--- src/rtl/pipeline_pkg.sv ---
// Shared pipeline types: the decode_signals bundle and its bubble constant.
// Latency: n/a (types and constants only).
// Backpressure: n/a.
package pipeline;

    localparam int XLEN = 32;

    // addi x0,x0,0 encodes as 'h13 on RV32; this core's decode treats 'h4 as its NOP.
    localparam logic [XLEN-1:0] NOP_INSTR = 'h4;

    typedef struct packed {
        logic [XLEN-1:0] instr;
        logic [XLEN-1:0] curr_pc;
        logic [XLEN-1:0] inc_pc;
    } decode_signals;

    // What decode sees when no real instruction is available.
    localparam decode_signals BUBBLE = '{instr: NOP_INSTR, curr_pc: '0, inc_pc: '0};

endpackage

--- src/rtl/fetch_buffer_if.sv ---
// Handshake bundle between the fetch unit, the fetch buffer and decode.
// Latency: n/a (wiring only).
// Backpressure: in_ready stalls fetch; stall holds the buffer head for decode.
// Modports: master = fetch/decode side driving the buffer, slave = the buffer.
interface fetch_buffer_if;
    import pipeline::*;

    decode_signals signals_in;
    logic          in_valid;
    logic          in_ready;
    logic          flush;
    logic          stall;
    decode_signals signals_out;
    logic          out_valid;

    modport master (
        output signals_in, in_valid, flush, stall,
        input  in_ready, signals_out, out_valid
    );

    modport slave (
        input  signals_in, in_valid, flush, stall,
        output in_ready, signals_out, out_valid
    );
endinterface

--- src/rtl/fetch_buffer.sv ---
// Small FIFO decoupling instruction fetch from decode; drops everything on flush.
// Latency: one cycle from push to head; no combinational in-to-out path.
// Backpressure: in_ready = not full (registered state only); stall holds the head.
// Ports: clk, reset (async, active-high), bus (fetch_buffer_if.slave).
module fetch_buffer
    import pipeline::*;
#(
    parameter int DEPTH = 2
) (
    input  logic           clk,
    input  logic           reset,
    fetch_buffer_if.slave  bus
);

    localparam int PW = $clog2(DEPTH);
    localparam logic [PW:0] FULL_CNT = (PW+1)'(DEPTH);

    decode_signals mem [DEPTH];
    logic [PW-1:0] rd_ptr;
    logic [PW-1:0] wr_ptr;
    logic [PW:0]   count;
    logic          push;
    logic          pop;

    // Both handshakes depend only on registered count, so in_ready and
    // out_valid never combinationally depend on this cycle's inputs.
    assign bus.in_ready  = (count != FULL_CNT);
    assign bus.out_valid = (count != '0);

    // A push while full is refused even if a pop frees a slot this cycle;
    // in_ready rises the cycle after. Flush overrides both directions.
    assign push = bus.in_valid && bus.in_ready && !bus.flush;
    assign pop  = bus.out_valid && !bus.stall && !bus.flush;

    assign bus.signals_out = bus.out_valid ? mem[rd_ptr] : BUBBLE;

    always_ff @(posedge clk or posedge reset) begin
        if (reset) begin
            rd_ptr <= '0;
            wr_ptr <= '0;
            count  <= '0;
        end else if (bus.flush) begin
            rd_ptr <= '0;
            wr_ptr <= '0;
            count  <= '0;
        end else begin
            if (push) wr_ptr <= wr_ptr + PW'(1);
            if (pop)  rd_ptr <= rd_ptr + PW'(1);
            case ({push, pop})
                2'b10:   count <= count + (PW+1)'(1);
                2'b01:   count <= count - (PW+1)'(1);
                default: count <= count;
            endcase
        end
    end

    // Storage is not reset: a slot is only visible once count covers it.
    always_ff @(posedge clk) begin
        if (push) mem[wr_ptr] <= bus.signals_in;
    end

endmodule

--- src/flat_wrapper.sv ---
// flat-port wrapper written by rule: the top's interface ports become plain ports
module fetch_buffer_flat import pipeline::*;
#(
    parameter int DEPTH = 2
)
  (clk, reset, bus_signals_in, bus_in_valid, bus_flush, bus_stall, bus_in_ready, bus_signals_out, bus_out_valid);
  fetch_buffer_if bus_i ();
  input  logic clk;
  input  logic reset;
  input wire logic [$bits(bus_i.signals_in)-1:0] bus_signals_in;
  input wire logic [$bits(bus_i.in_valid)-1:0] bus_in_valid;
  input wire logic [$bits(bus_i.flush)-1:0] bus_flush;
  input wire logic [$bits(bus_i.stall)-1:0] bus_stall;
  output wire logic [$bits(bus_i.in_ready)-1:0] bus_in_ready;
  output wire logic [$bits(bus_i.signals_out)-1:0] bus_signals_out;
  output wire logic [$bits(bus_i.out_valid)-1:0] bus_out_valid;
  assign bus_i.signals_in = bus_signals_in;
  assign bus_i.in_valid = bus_in_valid;
  assign bus_i.flush = bus_flush;
  assign bus_i.stall = bus_stall;
  assign bus_in_ready = bus_i.in_ready;
  assign bus_signals_out = bus_i.signals_out;
  assign bus_out_valid = bus_i.out_valid;
  fetch_buffer #(.DEPTH(DEPTH)) u_core (.clk(clk), .reset(reset), .bus(bus_i));
endmodule
--- config.mk ---
export PLATFORM = sky130hd
export DESIGN_NAME = fetch_buffer_flat
export DESIGN_NICKNAME = d
export VERILOG_FILES = /design/src/rtl/pipeline_pkg.sv /design/src/rtl/fetch_buffer_if.sv /design/src/rtl/fetch_buffer.sv /design/src/flat_wrapper.sv
export SDC_FILE = /design/constraint.sdc
export NUM_CORES = 1
export LEC_CHECK = 0
export CAP_MARGIN = 20
export CORE_ASPECT_RATIO = 1.25
export CORE_MARGIN = 1.5
export CORE_UTILIZATION = 48
export CTS_BUF_LIST = sky130_fd_sc_hd__clkbuf_16
export CTS_CLUSTER_SIZE = 16
export DETAILED_ROUTE_END_ITERATION = 6
export PLACE_DENSITY = 0.79
export RECOVER_POWER = 100
export REMOVE_ABC_BUFFERS = 1
export SYNTH_ARGS = -nofsm -noshare
export SYNTH_HDL_FRONTEND = slang
export SYNTH_SLANG_ARGS = --single-unit
--- constraint.sdc ---
create_clock -name clk -period 10.71 [get_ports clk]
set_input_delay 1.071 -clock clk [delete_from_list [all_inputs] [get_ports clk]]
set_output_delay 1.071 -clock clk [all_outputs]
set_load 0.005 [all_outputs]
==> impl_metrics.xml, run 1 <==
<?xml version="1.0" encoding="UTF-8"?>
<metrics>
  <group name="logic_synthesis">
    <metric name="post_synth_edffs" unit="">192</metric>
    <metric name="post_synth_main_area_contributors" unit="">sky130_fd_sc_hd__edfxtp_1, sky130_fd_sc_hd__mux2i_1, sky130_fd_sc_hd__nor2_1, sky130_fd_sc_hd__dfrtp_1, sky130_fd_sc_hd__buf_4</metric>
    <metric name="synth_sequential_area_ratio" unit="%">78.43</metric>
    <metric name="total_number_of_yosys_warnings" unit="">0</metric>
    <metric name="synth_seq_cells" unit="">196</metric>
    <metric name="post_synth.cell_area_avg" unit="um^2">17.19</metric>
    <metric name="synth_flop_cell" unit="">sky130_fd_sc_hd__edfxtp_1</metric>
    <metric name="synthDistinctLibCells" unit="">23</metric>
    <metric name="yosys.area.top_type" unit="">sky130_fd_sc_hd__edfxtp_1</metric>
    <metric name="yosysTopAreaCellShare" unit="%">77.10</metric>
    <metric name="postSynth.asyncResetShare" unit="%">2.041</metric>
    <metric name="syn-instance-count" unit="">435</metric>
    <metric name="synth_area" unit="mm^2">0.007478</metric>
  </group>
  <group name="routing">
    <metric name="drt_drc_violations_left" unit="">0</metric>
    <metric name="drt-pass1-iter-count" unit="">4</metric>
    <metric name="vias" unit="">4231</metric>
    <metric name="drt-total-wl" unit="um">15070</metric>
    <metric name="detail_route.wl_per_cell" unit="um">17.44</metric>
    <metric name="drt.antenna.violating_nets" unit="">0</metric>
    <metric name="drt-vias-per-instance" unit="">4.897</metric>
    <metric name="detail_route.iter0.violations" unit="">154</metric>
  </group>
  <group name="sta">
    <metric name="timing.final.hold_violations" unit="">0</metric>
    <metric name="finClkSkew" unit="ns">0.006979</metric>
    <metric name="timing.final.max_slew_violations" unit="">282</metric>
    <metric name="fmax" unit="MHz">180.4</metric>
    <metric name="timing_worst_slew_pin_value" unit="ns">2.809</metric>
    <metric name="rsz0062_at_grt" unit="">false</metric>
    <metric name="setup_viol" unit="">0</metric>
    <metric name="final_period_minus_worst_setup_slack" unit="ns">5.543</metric>
    <metric name="final_critical_path_share_of_the_clock_period" unit="%">51.75</metric>
    <metric name="relSlewSlack" unit="%">-87.23</metric>
    <metric name="final.setup.tns" unit="ns">0</metric>
    <metric name="worst_hold_slack" unit="ns">0.5871</metric>
  </group>
  <group name="clock_network">
    <metric name="clk_path_buf_depth" unit="">2</metric>
    <metric name="cts_post_setup_buffers_inserted" unit="">0</metric>
    <metric name="path_clk_slew" unit="ns">0.07</metric>
    <metric name="cts_root_buffer" unit="">sky130_fd_sc_hd__clkbuf_16</metric>
    <metric name="cts_tree" unit="">yes</metric>
    <metric name="cts.htree.levels" unit="">4</metric>
    <metric name="cts_hold_buf" unit="">0</metric>
    <metric name="postCtsResizedCells" unit="">0</metric>
    <metric name="worst_skew_pair.late_latency" unit="ns">0.42</metric>
    <metric name="cts.sinks" unit="">196</metric>
    <metric name="tritoncts.num_buffers" unit="">17</metric>
  </group>
  <group name="placement">
    <metric name="dp.final_hpwl" unit="um">9808</metric>
    <metric name="dpl_cell_area" unit="mm^2">0.009639</metric>
    <metric name="routabilityCongestion" unit="">0.7275</metric>
    <metric name="portBuffers" unit="">198</metric>
  </group>
  <group name="floorplan">
    <metric name="initial_utilization" unit="%">49.60</metric>
    <metric name="core" unit="mm^2">0.01508</metric>
    <metric name="boundaryPins" unit="">199</metric>
    <metric name="fp-row-count" unit="">50</metric>
    <metric name="chipHeight" unit="um">142.6</metric>
    <metric name="floorplan_die_width" unit="um">114.6</metric>
    <metric name="dieArea" unit="mm^2">0.01634</metric>
  </group>
  <group name="global_routing">
    <metric name="groute.usage.overall" unit="%">19.35</metric>
    <metric name="initial_antenna_violation_count" unit="">6</metric>
    <metric name="global_route.overflow_total" unit="">0</metric>
    <metric name="grt_max_degree" unit="">53</metric>
    <metric name="grt_pass1_vias" unit="">4573</metric>
    <metric name="global_route_wire_length_before_repair" unit="um">23380</metric>
  </group>
  <group name="worst_setup_path">
    <metric name="timing.critical_path.fanout_max" unit="">52</metric>
    <metric name="worst-endpoint-arrival" unit="ns">4.47</metric>
    <metric name="reg_to_reg_critical_path_endpoint" unit="">u_core.mem[1][17]</metric>
    <metric name="worstSetupEndpointType" unit="">output pin</metric>
    <metric name="worst_r2r_path_depth" unit="">5</metric>
    <metric name="reg2reg_slack" unit="ns">7.15</metric>
    <metric name="worst_setup_path_start_kind" unit="">register</metric>
    <metric name="setup.worst_path.class" unit="">register to output pin</metric>
    <metric name="worstSetupEndpoint" unit="">bus_signals_out[2]</metric>
    <metric name="required" unit="ns">9.64</metric>
    <metric name="critPathLaunch" unit="">u_core.rd_ptr</metric>
    <metric name="r2r_start" unit="">u_core.count[1]</metric>
  </group>
  <group name="power_and_ir_drop">
    <metric name="ir_drop_worst_vdd" unit="uV">108.2</metric>
    <metric name="power_density" unit="mW/mm^2">166.3</metric>
    <metric name="power.static_leakage" unit="nW">3.603</metric>
  </group>
  <group name="finish">
    <metric name="layout_cells_sized_above_1" unit="%">5.223</metric>
    <metric name="sequential_cell_area" unit="mm^2">0.005866</metric>
    <metric name="finalNetCount" unit="">739</metric>
    <metric name="area.growth.synth_to_final" unit="%">36.66</metric>
    <metric name="multiInputGateArea" unit="mm^2">0.001448</metric>
    <metric name="fillers" unit="">1057</metric>
    <metric name="stdcell_area" unit="mm^2">0.01022</metric>
  </group>
  <group name="hold_path">
    <metric name="class_of_the_tightest_hold_or_removal_check" unit="">register to register</metric>
  </group>
  <group name="status">
    <metric name="outcome" unit="">complete, but fails checks</metric>
    <metric name="violations" unit="">capacitance limit, slew limit</metric>
  </group>
  <group name="run">
    <metric name="drv_cap" unit="">6</metric>
  </group>
</metrics>
-- area by class of cell --
cell class,count,area share (%)
flip-flops and latches,196,57.39
repair buffers,205,19.72
multi-input cells,214,14.17
clock buffers,17,4.163
well taps,208,2.547
clock inverters,15,1.738
inverters,4,0.1469
diodes,5,0.1224
-- power breakdown --
part	internal [W]	leakage, nW	switching, W
Clock	0.000369	0.289	0.000275
Sequential	0.000875	1.82	0.0000134
Combinational	0.0000918	1.50	0.0000762
-- state kept, by name (all words and copies together), names as in the netlist --
signal	cells
u_core.mem	192
u_core.count	2
u_core.rd_ptr	1
u_core.wr_ptr	1
-- worst min path at each step --
stage                       start            end  slack, ns  cells past startpoint
finish              u_core.wr_ptr  u_core.wr_ptr       0.59                      2
global route        u_core.wr_ptr  u_core.wr_ptr       0.62                      2
global placement    u_core.wr_ptr  u_core.wr_ptr       0.57                      2
detailed placement  u_core.wr_ptr  u_core.wr_ptr       0.59                      2
CTS                 u_core.wr_ptr  u_core.wr_ptr       0.60                      2
floorplan           u_core.wr_ptr  u_core.wr_ptr       0.53                      2
-- worst max-delay path: stages, from the launching register on --
cell and delay [ns]:
sky130_fd_sc_hd__dfrtp_1 2.02, sky130_fd_sc_hd__buf_4 0.93, sky130_fd_sc_hd__mux2i_1 0.29, sky130_fd_sc_hd__nor2_1 0.06, sky130_fd_sc_hd__dlygate4sd3_1 0.62
-- metal layers --
layer | up-vias | global-route usage [%] | share of wire (%) | wire (um)
li1 | 2031 | - | - | -
met1 | 2021 | 21.53 | 38 | 5774
met2 | 150 | 34.10 | 54 | 8065
met3 | 27 | 6.175 | 6.1 | 916
met4 | 2 | 8.026 | 2.0 | 297
met5 | - | 0 | 0.080 | 12
-- stage by stage --
stage | util (%) | worst slack [ns] | total power (W) | std cells
finish | 67.78 | 5.167 | 0.001700 | 864
detailed placement | 63.93 | 6.887 | 0.001091 | 826
global placement | 63.93 | 6.941 | 0.001084 | 826
global route | 67.77 | 4.887 | 0.001762 | 863
CTS | 67.93 | 6.414 | 0.001734 | 858
floorplan | - | 1.933 | 0.0009818 | 414
-- cells in the final DEF (no fill, tap or decap) --
cell                                n
sky130_fd_sc_hd__clkinvlp_4         3
sky130_fd_sc_hd__nor2b_1            1
sky130_fd_sc_hd__nand2_1            4
sky130_fd_sc_hd__inv_1              4
sky130_fd_sc_hd__clkbuf_16         17
sky130_fd_sc_hd__mux2i_1           96
sky130_fd_sc_hd__a21o_1             1
sky130_fd_sc_hd__clkdlybuf4s50_1    6
sky130_fd_sc_hd__nor2_1            96
sky130_fd_sc_hd__diode_2            5
sky130_fd_sc_hd__clkbuf_1           5
sky130_fd_sc_hd__inv_8              1
sky130_fd_sc_hd__a21oi_1            4
sky130_fd_sc_hd__edfxtp_1         192
sky130_fd_sc_hd__nor3_1             1
sky130_fd_sc_hd__o21ai_0            1
sky130_fd_sc_hd__mux2_2             1
sky130_fd_sc_hd__nor3b_1            1
sky130_fd_sc_hd__or3_1              2
sky130_fd_sc_hd__dfrtp_1            4
sky130_fd_sc_hd__nand3_1            1
sky130_fd_sc_hd__clkinv_4           1
sky130_fd_sc_hd__clkinv_2           3
sky130_fd_sc_hd__bufinv_16          3
sky130_fd_sc_hd__buf_4              2
sky130_fd_sc_hd__clkinv_1           1
sky130_fd_sc_hd__dlygate4sd3_1    192
sky130_fd_sc_hd__inv_6              3
sky130_fd_sc_hd__nand2b_1           2
sky130_fd_sc_hd__o21ai_1            2
sky130_fd_sc_hd__and3b_1            1
-- synth_stat cells (2+ instances only) --
cell / n
sky130_fd_sc_hd__dfrtp_1: 4
sky130_fd_sc_hd__buf_6: 4
sky130_fd_sc_hd__mux2i_1: 96
sky130_fd_sc_hd__nand2b_1: 2
sky130_fd_sc_hd__buf_2: 4
sky130_fd_sc_hd__edfxtp_1: 192
sky130_fd_sc_hd__nand2_1: 4
sky130_fd_sc_hd__buf_4: 7
sky130_fd_sc_hd__nor2_1: 95
sky130_fd_sc_hd__or3_1: 2
sky130_fd_sc_hd__buf_1: 6
sky130_fd_sc_hd__a21oi_1: 4
sky130_fd_sc_hd__inv_1: 4
sky130_fd_sc_hd__o21ai_1: 2
-- cell families (layout without fill, tap and decap cells) --
kind of cell	Yosys count	count (layout)	share of synthesized area, %
DFF	196	196	78.43
other	0	5	0
muxes	97	97	13.00
AOI/OAI and AO/OA	8	8	0.5688
and+or+nand+nor	109	109	5.923
buffers and inverters	25	241	2.075
No activity file was read; power rests on OpenSTA's default activity.
==> run 2, diff against run 1 <==
- CORE_UTILIZATION: 48 -> 44
- PLACE_DENSITY: 0.79 -> 0.77
- clock period: 10.71 -> 4.89 ns (I/O delays scaled with it)
==> run 2 against run 1 <==
Compared with the run above: the flow still finishes with violations (capacitance limit, slew limit); design area shrank 0.51%; sequential power increased by 120%; worst setup slack worse by 4.0 ns; critical endpoint is now bus_signals_out[68]; via count increased by 1.2%; first-iteration DRC count increased by 33%; register-to-register slack worse by 5.6 ns; global-route usage shrank 2.6 points; non-clock buffer count is the same; final cell count grew 1.0%.
==> impl_metrics.xml, run 2 (synthesized netlist as in run 1, its figures left out) <==
<?xml version="1.0" encoding="UTF-8"?>
<metrics>
  <group name="power_and_ir_drop">
    <metric name="power_density" unit="mW/mm^2">349.3</metric>
    <metric name="power_share_of_the_clock_group" unit="%">34.9</metric>
    <metric name="report.power.total" unit="W">0.003552</metric>
    <metric name="power.internal" unit="W">0.002801</metric>
    <metric name="p_switching" unit="W">0.0007508</metric>
    <metric name="ir_drop_worst_vdd" unit="uV">189.4</metric>
    <metric name="power.static_leakage" unit="nW">3.595</metric>
    <metric name="comb_power_share" unit="%">10.3</metric>
    <metric name="power.share.sequential" unit="%">54.8</metric>
    <metric name="power.share.switching" unit="%">21.14</metric>
  </group>
  <group name="clock_network">
    <metric name="cts_root_buffer" unit="">sky130_fd_sc_hd__clkbuf_16</metric>
    <metric name="clk_path_buf_depth" unit="">2</metric>
    <metric name="cts_tree" unit="">yes</metric>
    <metric name="path_clk_slew" unit="ns">0.06</metric>
    <metric name="cts.htree.levels" unit="">4</metric>
    <metric name="postCtsResizedCells" unit="">0</metric>
    <metric name="cts_post_setup_buffers_inserted" unit="">0</metric>
    <metric name="tritoncts.num_buffers" unit="">17</metric>
    <metric name="cts.sinks" unit="">196</metric>
    <metric name="worst_skew_pair.late_latency" unit="ns">0.42</metric>
    <metric name="cts_hold_buf" unit="">0</metric>
  </group>
  <group name="sta">
    <metric name="timing_worst_slew_pin_value" unit="ns">2.549</metric>
    <metric name="timing.final.hold_violations" unit="">0</metric>
    <metric name="setup_viol" unit="">0</metric>
    <metric name="final.setup.tns" unit="ns">0</metric>
    <metric name="fmax" unit="MHz">268.8</metric>
    <metric name="rsz0062_at_grt" unit="">false</metric>
    <metric name="final_period_minus_worst_setup_slack" unit="ns">3.720</metric>
    <metric name="finClkSkew" unit="ns">0.006556</metric>
    <metric name="relSlewSlack" unit="%">-69.95</metric>
    <metric name="timing.final.max_slew_violations" unit="">194</metric>
    <metric name="worst_hold_slack" unit="ns">0.3961</metric>
    <metric name="final_critical_path_share_of_the_clock_period" unit="%">76.07</metric>
  </group>
  <group name="routing">
    <metric name="drt.antenna.violating_nets" unit="">0</metric>
    <metric name="detail_route.wl_per_cell" unit="um">16.69</metric>
    <metric name="drt-vias-per-instance" unit="">4.904</metric>
    <metric name="drt_drc_violations_left" unit="">0</metric>
    <metric name="drt-total-wl" unit="um">14570</metric>
    <metric name="vias" unit="">4281</metric>
    <metric name="detail_route.iter0.violations" unit="">205</metric>
    <metric name="drt-pass1-iter-count" unit="">4</metric>
  </group>
  <group name="floorplan">
    <metric name="floorplan_die_width" unit="um">119.6</metric>
    <metric name="chipHeight" unit="um">148.8</metric>
    <metric name="dieArea" unit="mm^2">0.01779</metric>
    <metric name="fp-row-count" unit="">53</metric>
    <metric name="boundaryPins" unit="">199</metric>
    <metric name="initial_utilization" unit="%">44.75</metric>
    <metric name="core" unit="mm^2">0.01671</metric>
  </group>
  <group name="global_routing">
    <metric name="grt_pass1_vias" unit="">4430</metric>
    <metric name="global_route.overflow_total" unit="">0</metric>
    <metric name="grt_max_degree" unit="">97</metric>
    <metric name="groute.usage.overall" unit="%">16.77</metric>
    <metric name="initial_antenna_violation_count" unit="">3</metric>
    <metric name="global_route_wire_length_before_repair" unit="um">22490</metric>
  </group>
  <group name="worst_setup_path">
    <metric name="required" unit="ns">4.40</metric>
    <metric name="worst_setup_path_start_kind" unit="">register</metric>
    <metric name="worstSetupEndpointType" unit="">output pin</metric>
    <metric name="timing.critical_path.fanout_max" unit="">46</metric>
    <metric name="setup.worst_path.class" unit="">register to output pin</metric>
    <metric name="worst-endpoint-arrival" unit="ns">3.23</metric>
  </group>
  <group name="finish">
    <metric name="final-instance-count-excl-fill" unit="">873</metric>
    <metric name="top_register" unit="">u_core.mem</metric>
    <metric name="layout.cells.most_common" unit="">sky130_fd_sc_hd__edfxtp_1</metric>
    <metric name="area.growth.synth_to_final" unit="%">35.96</metric>
    <metric name="finalNetCount" unit="">739</metric>
    <metric name="layout_cells_sized_above_1" unit="%">5.069</metric>
    <metric name="largest_register_ffs" unit="">192</metric>
    <metric name="mostFrequentLayoutCells" unit="">sky130_fd_sc_hd__edfxtp_1, sky130_fd_sc_hd__dlygate4sd3_1, sky130_fd_sc_hd__mux2i_1, sky130_fd_sc_hd__nor2_1, sky130_fd_sc_hd__clkbuf_16</metric>
    <metric name="reg.largest.list" unit="">u_core.mem x192, u_core.count x2</metric>
  </group>
  <group name="hold_path">
    <metric name="class_of_the_tightest_hold_or_removal_check" unit="">primary input to asynchronous set/reset pin</metric>
  </group>
  <group name="placement">
    <metric name="post_placement_cell_count" unit="">839</metric>
    <metric name="routabilityCongestion" unit="">0.7551</metric>
    <metric name="portBuffers" unit="">198</metric>
    <metric name="dp.final_hpwl" unit="um">9408</metric>
  </group>
  <group name="status">
    <metric name="outcome" unit="">complete, but fails checks</metric>
    <metric name="violations" unit="">capacitance limit, slew limit</metric>
  </group>
  <group name="run">
    <metric name="drv_cap" unit="">2</metric>
  </group>
</metrics>
-- run 2: changes by cell type in the layout (fill, tap and decap cells not counted), moves of 2 or more --
cell                         change
sky130_fd_sc_hd__diode_2         -3
sky130_fd_sc_hd__bufinv_16       -2
sky130_fd_sc_hd__clkinv_1        +2
sky130_fd_sc_hd__clkinvlp_4      -3
sky130_fd_sc_hd__clkinv_4        +2
sky130_fd_sc_hd__clkbuf_2        +3
sky130_fd_sc_hd__clkbuf_1        -3
sky130_fd_sc_hd__inv_1           +4
sky130_fd_sc_hd__inv_6           -3
-- run 2: power groups by stage --
| stage | logic (W) | clock network [W] | registers [W] |
|---|---|---|---|
| floorplan | 0.000156 | 0 | 0.00199 |
| global placement | 0.000405 | 0 | 0.00197 |
| detailed placement | 0.000414 | 0 | 0.00198 |
| CTS | 0.000416 | 0.00127 | 0.00194 |
| global route | 0.000399 | 0.00134 | 0.00195 |
| finish | 0.000365 | 0.00124 | 0.00195 |
-- run 2: worst paths after layout --
check	cells past startpoint	to	start	slack, ns
setup / recovery	4	bus_signals_out[68]	u_core.rd_ptr	1.17
hold / removal	2	u_core.count[0]	reset	0.40
setup reg to reg	5	u_core.mem[1][44]	u_core.count[1]	1.53
hold reg to reg	2	u_core.wr_ptr	u_core.wr_ptr	0.60
max in group asynchronous	2	u_core.rd_ptr	reset	4.32
min in group clk	2	u_core.wr_ptr	u_core.wr_ptr	0.60
-- run 2: critical path: stages, from the launching register on --
cell and delay (ns):
sky130_fd_sc_hd__dfrtp_4 0.96, sky130_fd_sc_hd__clkbuf_2 0.83, sky130_fd_sc_hd__mux2i_1 0.31, sky130_fd_sc_hd__nor2_1 0.08, sky130_fd_sc_hd__dlygate4sd3_1 0.62
-- run 2: final cells by class --
type                    count  area [um^2]
fillers                  1258         6544
flip-flops and latches    196         5869
repair buffers            205         2019
multi-input cells         214         1455
clock buffers              17        425.4
well taps                 220        275.3
clock inverters            15        102.6
inverters                   4        15.01
diodes                      2        5.005
-- run 2: layer usage --
layer,vias up,part of all wire (%),GRT usage [%]
met4,2,2.3,7.381
met3,32,5.4,4.931
met5,-,0.082,0
met2,141,52,28.48
met1,2086,40,19.88
li1,2020,-,-
-- run 2: metrics by stage --
step,utilization (%),setup WS [ns],cell area [um^2]
2_1_floorplan,-,-3.511,7338
3_3_place_gp,57.97,2.056,9687
3_5_place_dp,57.97,1.985,9687
4_1_cts,61.13,1.519,10210
5_1_grt,60.84,0.9808,10170
6_report,60.84,1.170,10170
